`src/rtl/error_detect.sv`:
```
// CAN bit-stuffing error detector: resolves bits (single sample or 2-of-3 vote) and flags runs longer than STUFF_LIMIT.
// Optional macro ERRDET_REARM_EN: errorFrame clears on an opposite bit instead of staying sticky until reset.
module error_detect #(
    parameter int STUFF_LIMIT = 5
) (
    input  logic clk,
    input  logic resetN,
    input  logic dIn,
    input  logic samplePulse,
    input  logic rateSelector,
    output logic errorFrame
);

    localparam int CW = $clog2(STUFF_LIMIT + 2);
    localparam logic [CW-1:0] ERR_COUNT = CW'(STUFF_LIMIT + 1);
    localparam logic [CW-1:0] ONE_COUNT = CW'(1);

    logic          strobe_q, strobe_d;
    logic          rate_q,   rate_d;
    logic [1:0]    idx_q,    idx_d;
    logic [1:0]    acc_q,    acc_d;
    logic [CW-1:0] count_q,  count_d;
    logic          bit_q,    bit_d;
    logic          err_q,    err_d;

    logic sampleEvent;
    logic rateChange;
    logic bitValid;
    logic bitVal;

    assign sampleEvent = samplePulse & ~strobe_q;
    assign rateChange  = rateSelector != rate_q;

    always_comb begin
        strobe_d = samplePulse;
        rate_d   = rateSelector;
        idx_d    = idx_q;
        acc_d    = acc_q;
        count_d  = count_q;
        bit_d    = bit_q;
        err_d    = err_q;
        bitValid = 1'b0;
        bitVal   = dIn;

        // A rate switch throws away any partial vote, including a sample landing on that same edge.
        if (rateChange) begin
            idx_d = 2'd0;
            acc_d = 2'b00;
        end else if (sampleEvent) begin
            if (!rateSelector) begin
                bitValid = 1'b1;
            end else begin
                case (idx_q)
                    2'd0: begin
                        acc_d[0] = dIn;
                        idx_d    = 2'd1;
                    end
                    2'd1: begin
                        acc_d[1] = dIn;
                        idx_d    = 2'd2;
                    end
                    default: begin
                        bitValid = 1'b1;
                        bitVal   = (acc_q[0] & acc_q[1]) | (acc_q[0] & dIn) | (acc_q[1] & dIn);
                        idx_d    = 2'd0;
                        acc_d    = 2'b00;
                    end
                endcase
            end
        end

        if (bitValid) begin
            if (count_q == '0 || bitVal != bit_q) begin
                count_d = ONE_COUNT;
                bit_d   = bitVal;
`ifdef ERRDET_REARM_EN
                err_d   = 1'b0;
`endif
            end else if (count_q != ERR_COUNT) begin
                count_d = count_q + ONE_COUNT;
            end
            if (count_d == ERR_COUNT) begin
                err_d = 1'b1;
            end
        end
    end

    always_ff @(posedge clk) begin
        if (!resetN) begin
            strobe_q <= 1'b0;
            rate_q   <= rateSelector;
            idx_q    <= 2'd0;
            acc_q    <= 2'b00;
            count_q  <= '0;
            bit_q    <= 1'b0;
            err_q    <= 1'b0;
        end else begin
            strobe_q <= strobe_d;
            rate_q   <= rate_d;
            idx_q    <= idx_d;
            acc_q    <= acc_d;
            count_q  <= count_d;
            bit_q    <= bit_d;
            err_q    <= err_d;
        end
    end

    assign errorFrame = err_q;

endmodule

```
`config.mk`:
```
export PLATFORM = sky130hd
export DESIGN_NAME = error_detect
export DESIGN_NICKNAME = d
export VERILOG_FILES = /design/src/rtl/error_detect.sv
export SDC_FILE = /design/constraint.sdc
export NUM_CORES = 1
export LEC_CHECK = 0
export ABC_AREA = 0
export BUFFER_PORTS_ARGS = -buffer_cell sky130_fd_sc_hd__buf_2
export CAP_MARGIN = 40
export CORE_AREA = 2 2 39 41
export DETAILED_ROUTE_END_ITERATION = 16
export DIE_AREA = 0 0 41 43
export SYNTH_ARGS = -nofsm -noshare
export SYNTH_HDL_FRONTEND = slang
export SYNTH_SLANG_ARGS = --single-unit
```
`constraint.sdc`:
```
create_clock -name clk -period 1.79 [get_ports clk]
set_input_delay 0.358 -clock clk [delete_from_list [all_inputs] [get_ports clk]]
set_output_delay 0.358 -clock clk [all_outputs]
set_load 0.05 [all_outputs]
```
==> results of run 1 <==
registers in the layout (all words and copies together) (netlist names):
register / cells
errorFrame: 1
rate_q: 1
acc_q: 2
count_q: 3
strobe_q: 1
idx_q: 2
bit_q: 1
report_power, final:
part           internal [mW]  switching [mW]  leakage (nW)
Clock                 0.0827          0.0836        0.0177
Combinational         0.0175          0.0240         0.144
Sequential             0.250         0.00450        0.0896
synth_stat cells:
| cell type | number | area share |
|---|---|---|
| sky130_fd_sc_hd__xor2_1 | 1 | 0.016 |
| sky130_fd_sc_hd__o21ai_0 | 6 | 0.053 |
| sky130_fd_sc_hd__inv_1 | 2 | 0.013 |
| sky130_fd_sc_hd__nand3_1 | 3 | 0.027 |
| sky130_fd_sc_hd__a21oi_1 | 7 | 0.062 |
| sky130_fd_sc_hd__o31a_1 | 1 | 0.016 |
| sky130_fd_sc_hd__and2_1 | 2 | 0.022 |
| sky130_fd_sc_hd__nand3b_1 | 1 | 0.013 |
| sky130_fd_sc_hd__and3_1 | 2 | 0.022 |
| sky130_fd_sc_hd__or3_1 | 1 | 0.011 |
| sky130_fd_sc_hd__nor2_1 | 9 | 0.060 |
| sky130_fd_sc_hd__nand2_1 | 4 | 0.027 |
| sky130_fd_sc_hd__nor3b_1 | 2 | 0.027 |
| sky130_fd_sc_hd__o221a_1 | 1 | 0.020 |
| sky130_fd_sc_hd__a2bb2oi_1 | 1 | 0.016 |
| sky130_fd_sc_hd__nor2b_1 | 1 | 0.011 |
| sky130_fd_sc_hd__mux2i_1 | 1 | 0.018 |
| sky130_fd_sc_hd__nand4_1 | 1 | 0.011 |
| sky130_fd_sc_hd__a31oi_1 | 1 | 0.011 |
| sky130_fd_sc_hd__a32o_1 | 2 | 0.035 |
| sky130_fd_sc_hd__nand2b_1 | 2 | 0.022 |
| sky130_fd_sc_hd__ha_1 | 3 | 0.067 |
| sky130_fd_sc_hd__a311o_1 | 1 | 0.018 |
| sky130_fd_sc_hd__o21a_1 | 1 | 0.013 |
| sky130_fd_sc_hd__dfxtp_1 | 11 | 0.39 |
worst reg2reg max path: cells and delay by family, from the launching register on:
family,cells,cell delay (ps)
compound gates,3,620
simple gates,1,220
xor+xnor,1,270
flops,1,350
worst max-delay path by stage:
| stage | startpoint | endpoint | slack (ps) | depth (start not counted) |
|---|---|---|---|---|
| after detailed placement | rateSelector | count_q[2] | 130 | 6 |
| after global routing | idx_q[1] | count_q[2] | 150 | 5 |
| after global placement | rateSelector | errorFrame | 150 | 5 |
| after floorplan | samplePulse | count_q[2] | 290 | 5 |
| final | rate_q | count_q[2] | 280 | 5 |
| after CTS | rate_q | count_q[2] | 270 | 5 |
kinds of logic after synthesis:
| logic type | count (synthesis) |
|---|---|
| AND/OR/NAND/NOR | 28 |
| AO/OA/AOI/OAI | 21 |
| flip-flops | 11 |
| adder cells (fa/ha/maj) | 3 |
| buffers and inverters | 2 |
| XOR/XNOR | 1 |
| multiplexers | 1 |
per-layer routing:
metal  wire [um]  global-route usage  up-vias
li1            -                   -      267
met1         592               0.214      214
met2         448               0.200        5
met3          48              0.0942        0
met4           0              0.0200        0
met5           0                   0        -
metrics by stage:
step           utilization  setup WS (ps)  hold WS [ps]  total power [mW]  area [um2]
2_1_floorplan            -            292           386             0.285         564
3_3_place_gp         0.451            153           481             0.301         624
3_5_place_dp         0.451            129           464             0.302         624
4_1_cts              0.471            275           243             0.472         652
5_1_grt              0.471            149           245             0.492         652
6_report             0.471            277           256             0.463         652
area by class of cell:
class	instances	area (um2)	share of cell area
Clock buffer	3	22.5	0.0345
Tap cell	16	20.0	0.0307
Clock inverter	1	5.00	0.00768
Inverter	2	7.51	0.0115
Multi-Input combinational cell	54	337	0.516
Sequential cell	11	220	0.338
Timing Repair Buffer	7	40.0	0.0614
==> metrics list, run 1 <==
- VDD sags by at most a little under 500 uV.
* Number of cells on the worst hold path: 1
* Clock tree skew after final layout: approximately 0.87 ps
- Slew @ Worst Pin: roughly 540 ps
* Global routing usage summed across all routing layers: 0.152
- Last weighted congestion value of the routability-driven placer: approximately 0.84
* Critical path buffers and inverters: 0
- The initial utilization of the core area, before any placement, comes to 0.408.
- Buffers inserted to repair hold after CTS numbered 0.
- Xor/xnor cell area share of the yosys netlist: 0.0155
- Leading cell type in the layout, fill and taps excluded: sky130_fd_sc_hd__dfxtp_1
- On the critical path the largest part of the delay comes from compound AO/OA/AOI/OAI gates.
- The flow ran to the end, and the final reports show no timing, DRC or antenna violations.
* Lkg Pwr: ~0.25 nW
- Category of the most critical setup path: reg -> reg
* Share of the clock period used by the worst path: 0.845
- In the routed design, unresolved DRC markers number 0.
- The cell area that synthesis handed to floorplanning was roughly 560 um2.
* CTS Buf Count: 3
- Summed over all nets, the half-perimeter wirelength after detailed placement is between 700 and 800 um.
- Max_slew headroom: 0.637
* Kind of start point of the critical path: flop
- Setup violations remaining at the end of the flow were counted as 0.
- Cells resized by post-CTS repair: 0
* Worst path arrival time: between 1500 and 2000 ps
* IO buf count: 5
* Slowest library cell on the worst path: sky130_fd_sc_hd__dfxtp_1
- In the final layout, the share of cells above drive strength 1 is 0.141.
- Via count: slightly below 500
* TritonCTS clock tree: built
* Antenna violations before repair: 0
- Number of buffers added for setup after CTS: 0
- Number of diodes added for antenna fixing: 0
- Floorplan die width: slightly above 40 um
- The final number of hold-violating endpoints was 0.
* Shortest period the worst path allows: 1510 ps
- Yosys warns: 0
- Summed over all failing endpoints, the final setup total negative slack is 0 ps.
* Unique cell type count in the Yosys netlist: 25
- Vias per cell: 5.17
- In this run the deepest clock path goes through 2 buffers.
- Mean area per synthesized cell: approximately 8.4 um2
* Number of maximum-capacitance violations: 0
- Post-placement cell count: 90
- Synth-to-layout area growth: 15.5%
- The worst setup path is captured at a flop.
- The initialized floorplan defines 14 standard-cell rows.
* Die area: around 1800 um2
- The first routing iteration left 14 violations.
- GRT Residual Overflow: 0
- The share of the Yosys chip area taken by registers is 0.390.
- The worst hold path begins at rateSelector.
- The final layout contains 87 nets.
* Pin count of the biggest net entering global routing: 10
* Pwr dens: 710 nW/um2
- After the flow finishes, the layout carries non-filler instances totaling 94.
- Post-synthesis instance total: 67
* Filler cell count in the final layout: 131
* CORE AREA: around 1400 um2
- Via count of the first global-routing pass: approximately 430
* Number of optimization iterations in the first detailed-route pass: 4
- Of the total synthesized cell area, the portion taken by AND, OR, NAND and NOR gates is 0.253.
* Timing-limited maximum frequency: approximately 0.66 GHz
- The worst register-to-register path has a depth of 5.
* Minimum setup slack among reg-to-reg paths: between 200 and 300 ps
- Synth Register Bits: 11
- Clock sink count: 11
* Compound-cell area share of the yosys netlist: 0.244
- Of the total synthesized cell area, the portion taken by full adders, half adders and majority gates is 0.0665.
* DIE HEIGHT: 43 um
* Wire length of the first global-routing pass: 1810 um
- In this run the critical register-to-register path is launched from rate_q.
* RSZ-0062 raised after global routing: false
* Chain of cells forming the critical path: and3_1, a31oi_1, a311o_1, xor2_1, o221a_1
* Worst Hold Endpoint: rate_q
- Final max-slew violation count: 0
* Max incr delay on CP: roughly 350 ps
- Clock-pin slew on the worst setup and hold paths: about 70 ps
* Highest-count cells in the layout ignoring fill and taps: 11 x sky130_fd_sc_hd__dfxtp_1, 9 x sky130_fd_sc_hd__nor2_1, 7 x sky130_fd_sc_hd__a21oi_1
- Of the post-synthesis cell area, the part taken by muxes is 0.0177.
- Buffer type at the clock tree root: sky130_fd_sc_hd__clkbuf_4
- Ports placed on the boundary: 6
* Average routed wire per standard cell: about 12 um
- Total routed wirelength: 1090 um
- In this run the worst hold path is classified as in -> reg.
* Depth of the CTS H-tree: 1
- Largest family of logic cells by synthesized area: simple AND/OR/NAND/NOR gates
- R2r endpoint: count_q[2]
* Clock latency of the later-clocked register in the worst-skew pair: between 200 and 300 ps
* Post-route ant nets: 0
- Required @ worst endpoint: ~2000 ps
- Post-synth net total: 75
* Largest fanout on the critical path: 4
No activity file was read; power rests on OpenSTA's default activity.
==> run 2, diff against run 1 <==
==> constraint.sdc (replaced) <==
create_clock -name clk -period 1.3 [get_ports clk]
set_input_delay 0.26 -clock clk [delete_from_list [all_inputs] [get_ports clk]]
set_output_delay 0.26 -clock clk [all_outputs]
set_load 0.05 [all_outputs]
==> run 2 against run 1 <==
The flow now finishes with violations (setup timing). Clock skew increased by 1.1 ps. Critical path depth unchanged. Final cell count increased by 9.6%.
==> metrics list, run 2 (same netlist as run 1, synthesis figures left out) <==
* Kind of start point of the critical path: flop (unchanged)
- The cell depth of the worst hold path came to 2 (was 1).
* Worst Hold Endpoint: rate_q (unchanged)
- Share of the clock period used by the worst path: 1.11 (was 0.845)
* Setup violation total in the final timing report: 4 (was 0)
- The family of cells with the greatest summed delay on the critical path is compound AO/OA/AOI/OAI gates (unchanged).
- The number of rows created at floorplan was 14 (unchanged).
* IO buf count: 5 (unchanged)
* Clock tree skew after final layout: 1.99 ps (was 0.870 ps)
* Net switching power: 0.163 mW (was 0.112 mW)
- The largest buffer count on any clock path was 2 (unchanged).
* Clock-pin slew on the worst setup and hold paths: 70 ps (about the same)
- Chain of cells forming the critical path: and3_4, a31oi_1, a311o_1, xor2_2, a32o_1 (was and3_1, a31oi_1, a311o_1, xor2_1, o221a_1).
- Slowest library cell on the worst path: sky130_fd_sc_hd__dfxtp_2 (was sky130_fd_sc_hd__dfxtp_1)
* Number of buffers added for setup after CTS: 0 (unchanged)
- Number of maximum-capacitance violations: 0 (unchanged)
- The portion of total power attributed to sequential cells was 0.533 (was 0.551).
* DRC violation count after routing: 0 (unchanged)
- The register with the highest flop count is count_q (unchanged).
* Cell-internal power: 0.497 mW (was 0.350 mW)
- The hold buffer count at cts is 0 (unchanged).
- The most common library cell in the layout ignoring fill and taps is sky130_fd_sc_hd__buf_4 (was sky130_fd_sc_hd__dfxtp_1).
- The endpoint type of the worst setup path is a flop (unchanged).
* Final max-slew violation count: 0 (unchanged)
- The all-layer global routing usage was 0.176 (was 0.152).
* Highest-count cells in the layout ignoring fill and taps: 11 x sky130_fd_sc_hd__buf_4, 9 x sky130_fd_sc_hd__nor2_1, 9 x sky130_fd_sc_hd__dfxtp_1 (was 11 x sky130_fd_sc_hd__dfxtp_1, 9 x sky130_fd_sc_hd__nor2_1, 7 x sky130_fd_sc_hd__a21oi_1)
* Category of the most critical setup path: reg -> reg (unchanged)
* Average routed wire per standard cell: 11.5 um (was 11.6 um)
- Floorplan die width: 41 um (unchanged)
- Violations in the final reports: setup timing
- The reported leakage power is 0.295 nW (was 0.251 nW).
- The power per cell area was 896 nW/um2 (was 710 nW/um2).
- The arrival time of data at the critical path endpoint was 1610 ps (was 1730 ps).
* Via count: 543 (was 486)
* Overall power of the completed layout: 0.660 mW (was 0.463 mW)
- Result of the run: finished with violations (was finished clean)
* Timing-limited maximum frequency: 0.694 GHz (was 0.661 GHz)
- The maximum fanout along the worst path came to 4 (unchanged).
- Required @ worst endpoint: 1470 ps (was 2000 ps)
- Vias per cell: 5.27 (was 5.17)
* Depth of the CTS H-tree: 1 (unchanged)
- The biggest cell delay along the critical path is 330 ps (was 350 ps).
* Post-route ant nets: 0 (unchanged)
- Shortest period the worst path allows: 1440 ps (was 1510 ps)
* Fin area: 737 um2 (was 652 um2)
- CORE AREA: 1380 um2 (unchanged)
- The post-layout utilization of the core came to 0.533 (was 0.471).
- Pin count of the biggest net entering global routing: 10 (unchanged)
* GRT Residual Overflow: 0 (unchanged)
- Relative contribution of combinational cells to total power: 0.113 (was 0.090)
- The endpoint of the lowest-slack register-to-register path was errorFrame (was count_q[2]).
- The least setup slack across all paths after layout came to -140 ps (was 277 ps).
* Ports placed on the boundary: 6 (unchanged)
* Source of the worst register-to-register timing path: rate_q (unchanged)
- The net total in the final layout is 96 (was 87).
- The number of antenna cells inserted is 0 (unchanged).
* Clock latency of the later-clocked register in the worst-skew pair: 270 ps (about the same)
- The number of iterations in the first detailed-routing pass was 4 (unchanged).
- Final HPWL DP: 868 um (was 799 um)
- The clock share of power is 0.353 (was 0.359).
- The largest vdd supply drop came to 420 uV (was 481 uV).
* Largest registers: count_q (3), acc_q (2), idx_q (2) (unchanged)
- The first-pass GRT wire length was 2010 um (was 1810 um).
- Worst min-delay path category: in -> reg (unchanged)
* Starting Density: 0.408 (unchanged)
- Worst setup slack before clock tree synthesis: -200 ps (was 129 ps)
- TritonCTS clock tree: built (unchanged)
* Number of hold violations in the final report: 0 (unchanged)
- The synthesis-to-layout area growth was 30.6% (was 15.5%).
- The routability-driven placement congestion ratio is 0.905 (was 0.843).
- Switching part of the total power: 0.247 (was 0.242)
- The proportion of layout cells with a drive suffix above 1 was 0.287 (was 0.141).
- Placed Instance Area: 701 um2 (was 624 um2)
- The buffer and inverter count on the worst path was 0 (unchanged).
- Worst hold path startpoint: rateSelector (unchanged)
- The total negative slack is -455 ps (was 0 ps).
- Total routed wirelength: 1190 um (was 1090 um)
- Minimum setup slack among reg-to-reg paths: -140 ps (was 280 ps)
- Clock sink count: 11 (unchanged)
- The initial antenna violation count is 0 (unchanged).
* Max_slew headroom: 0.839 (was 0.637)
- Via count of the first global-routing pass: 474 (was 432)
- Number of flip-flops in the largest register: 3 (unchanged)
* Die area: 1760 um2 (unchanged)
- Buffer type at the clock tree root: sky130_fd_sc_hd__clkbuf_4 (unchanged)
- DIE HEIGHT: 43 um (unchanged)
- RSZ-0062 raised after global routing: true (was false)
- Number of DRC violations after detailed-routing iteration 0: 8 (was 14)
- The number of CTS-inserted buffers was 3 (unchanged).
- The transition time at the pin with the least slew margin came to 239 ps (was 538 ps).
* Number of cells on the worst reg-to-reg path: 5 (unchanged)
## run 2: worst max path at each step
| stage | end | startpoint | cells after the start | slack, ps |
|---|---|---|---|---|
| after floorplan | count_q[2] | idx_q[1] | 5 | -100 |
| after global placement | count_q[2] | samplePulse | 6 | -150 |
| after detailed placement | count_q[2] | samplePulse | 6 | -200 |
| after CTS | count_q[2] | rate_q | 5 | -140 |
| after global routing | errorFrame | rate_q | 5 | -210 |
| final | errorFrame | rate_q | 5 | -140 |
## run 2: timing repair
| item | in CTS | in global routing |
|---|---|---|
| pin swaps | 2 | 0 |
| setup endpoints to repair | 4 | 4 |
| resized for setup | 2 | 0 |
## run 2: worst reg2reg max path, cell delays in order (launching register included)
cell	delay, ps
sky130_fd_sc_hd__dfxtp_2	330
sky130_fd_sc_hd__and3_4	190
sky130_fd_sc_hd__a31oi_1	80
sky130_fd_sc_hd__a311o_1	320
sky130_fd_sc_hd__xor2_2	180
sky130_fd_sc_hd__a32o_1	230
## run 2: cell type report
class	instances	area, um2
Clock buffer	3	22.5
Clock inverter	1	5.00
Fill cell	137	647
Inverter	2	7.51
Multi-Input combinational cell	54	352
Sequential cell	11	223
Tap cell	16	20.0
Timing Repair Buffer	16	108
## run 2: per-layer routing
metal / vias to the layer above / wire (um) / track usage
met4: 0 / 27 / 0.100
met3: 5 / 60 / 0.0942
li1: 285 / - / -
met1: 244 / 596 / 0.234
met5: - / 0 / 0
met2: 9 / 503 / 0.219
## run 2: stage by stage
step,std cells,hold WS [ps]
after floorplan,67,288
after CTS,103,216
after detailed placement,99,459
after global placement,99,473
after global routing,103,217
final,103,222
## run 2: power groups by stage
stage                     Clock [mW]  Sequential [mW]  Combinational, mW
after floorplan                    0            0.358             0.0354
after global placement             0            0.358             0.0725
after detailed placement           0            0.359             0.0735
after CTS                      0.247            0.352             0.0752
after global routing           0.262            0.353             0.0835
final                          0.233            0.352             0.0749
==> run 3, diff against run 2 <==
==> constraint.sdc (replaced) <==
create_clock -name clk -period 1.5 [get_ports clk]
set_input_delay 0.3 -clock clk [delete_from_list [all_inputs] [get_ports clk]]
set_output_delay 0.3 -clock clk [all_outputs]
set_load 0.05 [all_outputs]
==> run 3 against run 2 <==
The run now ends clean. Routed wire length grew 3.2%. Flip-flop and latch count is the same. Core utilization shrank 1.4 points. Non-clock buffer count shrank 3. Register-to-register slack gained 170 ps. Via count shrank 1.8%. Critical endpoint unchanged. Largest power group unchanged.
==> metrics list, run 3 (same netlist as run 1, synthesis figures left out) <==
* Largest registers: count_q (3), acc_q (2), idx_q (2) (unchanged)
* Max_slew headroom: 0.755 (was 0.839)
- The met2 global-route usage came to 0.238 (was 0.219).
* DIE HEIGHT: 43 um (unchanged)
* Ports placed on the boundary: 6 (unchanged)
- Final standard cell count with taps included and fillers excluded: 100 (was 103)
- The arrival time of data at the critical path endpoint was 1620 ps (was 1610 ps).
* Final core utilization: 0.519 (was 0.533)
- The number of CTS-inserted buffers is 3 (unchanged).
- Worst hold slack: 294 ps (was 222 ps)
- The cell at the root of the clock tree is sky130_fd_sc_hd__clkbuf_4 (unchanged).
* Critical path buffers and inverters: 0 (unchanged)
* Final HPWL DP: 838 um (was 868 um)
- The biggest cell delay along the critical path came to 340 ps (was 330 ps).
* Via count: 533 (was 543)
* Via count of the first global-routing pass: 450 (was 474)
- Clock-pin slew on the worst setup and hold paths: 70 ps (about the same)
* Shortest period the worst path allows: 1470 ps (was 1440 ps)
- The number of nets with antenna violations after routing came to 0 (unchanged).
- The critical setup path kind is reg -> reg (unchanged).
- Worst min-delay path category: in -> reg (unchanged)
- The maximum fanout along the worst path came to 4 (unchanged).
- Slew @ Worst Pin: 365 ps (was 239 ps)
- The least setup slack across all paths after layout was 30.3 ps (was -140 ps).
* Synth-to-layout area growth: 27.3% (was 30.6%)
- The number of filler cells placed in the layout came to 153 (was 137).
- Worst setup slack before clock tree synthesis: -123 ps (was -200 ps)
* Slowest library cell on the worst path: sky130_fd_sc_hd__dfxtp_2 (unchanged)
- The detailed-route DRC error count came to 0 (unchanged).
- Cell Rows: 14 (unchanged)
- Number of diodes added for antenna fixing: 0 (unchanged)
- Chain of cells forming the critical path: and3_4, a31oi_1, a311o_1, xor2_2, a32o_1 (unchanged).
- The effective utilization at floorplan came to 0.408 (unchanged).
- The number of flip-flops under the largest register name is 3 (unchanged).
- Share of the clock period used by the worst path: 0.980 (was 1.11)
- Highest-count cells in the layout ignoring fill and taps: 9 x sky130_fd_sc_hd__nor2_1, 9 x sky130_fd_sc_hd__dfxtp_1, 8 x sky130_fd_sc_hd__buf_4 (was 11 x sky130_fd_sc_hd__buf_4, 9 x sky130_fd_sc_hd__nor2_1, 9 x sky130_fd_sc_hd__dfxtp_1).
- Pin count of the biggest net entering global routing: 10 (unchanged)
* Pwr dens: 789 nW/um2 (was 896 nW/um2)
* Average routed wire per standard cell: 12.3 um (was 11.5 um)
- The largest buffer count on any clock path is 2 (unchanged).
- The initial antenna violation count is 0 (unchanged).
* RSZ-0062 raised after global routing: true (unchanged)
- The all-layer global routing usage came to 0.163 (was 0.176).
- Number of DRC violations after detailed-routing iteration 0: 16 (was 8)
* Clock latency of the later-clocked register in the worst-skew pair: 270 ps (about the same)
- The final number of hold-violating endpoints was 0 (unchanged).
- The endpoint type of the worst setup path is a flop (unchanged).
* Number of optimization iterations in the first detailed-route pass: 4 (unchanged)
- The number of pins with negative max-slew slack in the final report came to 0 (unchanged).
* Post-placement cell count: 95 (was 99)
- The number of sinks handled by clock tree synthesis was 11 (unchanged).
* Last weighted congestion value of the routability-driven placer: 0.739 (was 0.905)
- GRT Residual Overflow: 0 (unchanged)
- The clock skew is 6.91 ps (was 1.99 ps).
* Fraction of final layout cells with drive strength greater than 1: 0.250 (was 0.287)
- The reported leakage power came to 0.281 nW (was 0.295 nW).
- Setup violation total in the final timing report: 0 (was 4)
- Wire length of the first global-routing pass: 1890 um (was 2010 um)
- The net total in the final layout was 93 (was 96).
- The width of the die is 41 um (unchanged).
* Required @ worst endpoint: 1650 ps (was 1470 ps)
* Kind of start point of the critical path: flop (unchanged)
- Reg with most FFs: count_q (unchanged)
- Die area: 1760 um2 (unchanged)
* Most heavily used metal layer in global routing: met2 (was met1)
* Timing-limited maximum frequency: 0.680 GHz (was 0.694 GHz)
* CORE AREA: 1380 um2 (unchanged)
- The fraction of met3 tracks used by global routing is 0.0785 (was 0.0942).
- The family of cells with the greatest summed delay on the critical path was compound AO/OA/AOI/OAI gates (unchanged).
* Final total negative setup slack: 0 ps (was -455 ps)
- The number of H-tree levels is 1 (unchanged).
* Vias per cell: 5.33 (was 5.27)
- The met1 global-route usage was 0.191 (was 0.234).
- Result of the run: finished clean (was finished with violations).
- The largest vdd supply drop was 452 uV (was 420 uV).
- Number of maximum-capacitance violations: 0 (unchanged)
* Total routed wirelength: 1230 um (was 1190 um)
- The number of port buffers is 5 (unchanged).
- The CTS tree is built (unchanged).
-- run 3: metrics by stage --
step	power, mW	instance area [um2]
detailed placement	0.370	662
global placement	0.370	662
global route	0.600	718
CTS	0.574	703
floorplan	0.340	564
finish	0.567	718
-- run 3: metal layers --
metal / vias to the layer above / routed length (um)
li1: 278 / -
met1: 241 / 561
met2: 12 / 588
met3: 2 / 64
met4: 0 / 10
met5: - / 0
-- run 3: layout make-up --
cell class                      instances  area [um2]  area share
Timing Repair Buffer                   13        85.1       0.118
Clock buffer                            4        26.3      0.0366
Tap cell                               16        20.0      0.0279
Multi-Input combinational cell         54         357       0.497
Sequential cell                        11         223       0.310
Inverter                                2        7.51      0.0105
-- run 3: power by group --
part	internal, mW	switching [mW]	leakage [nW]	total (mW)
clock network	0.103	0.0929	0.0150	0.196
logic	0.0328	0.0326	0.176	0.0655
registers	0.299	0.00643	0.0901	0.306
-- run 3: worst register-to-register path, delay by kind of cell, from the launching register on --
family           cells  cell delay, ps
AND/OR/NAND/NOR      1             200
XOR/XNOR             1             180
flip-flops           1             340
AO/OA/AOI/OAI        3             640
-- run 3: worst paths after layout --
| path | depth (start not counted) | slack (ps) | end | from |
|---|---|---|---|---|
| setup / recovery | 5 | 30 | errorFrame | idx_q[1] |
| hold / removal | 2 | 290 | rate_q | rateSelector |
| setup reg to reg | 5 | 30 | errorFrame | idx_q[1] |
| hold reg to reg | 1 | 480 | errorFrame | errorFrame |
-- run 3: what timing repair did --
item                       4_1_cts  5_1_grt
setup buffers                    0        1
hold buffers                     0        0
setup endpoints to repair        2        3
gates resized for setup          4        3
pin swaps                        0        1
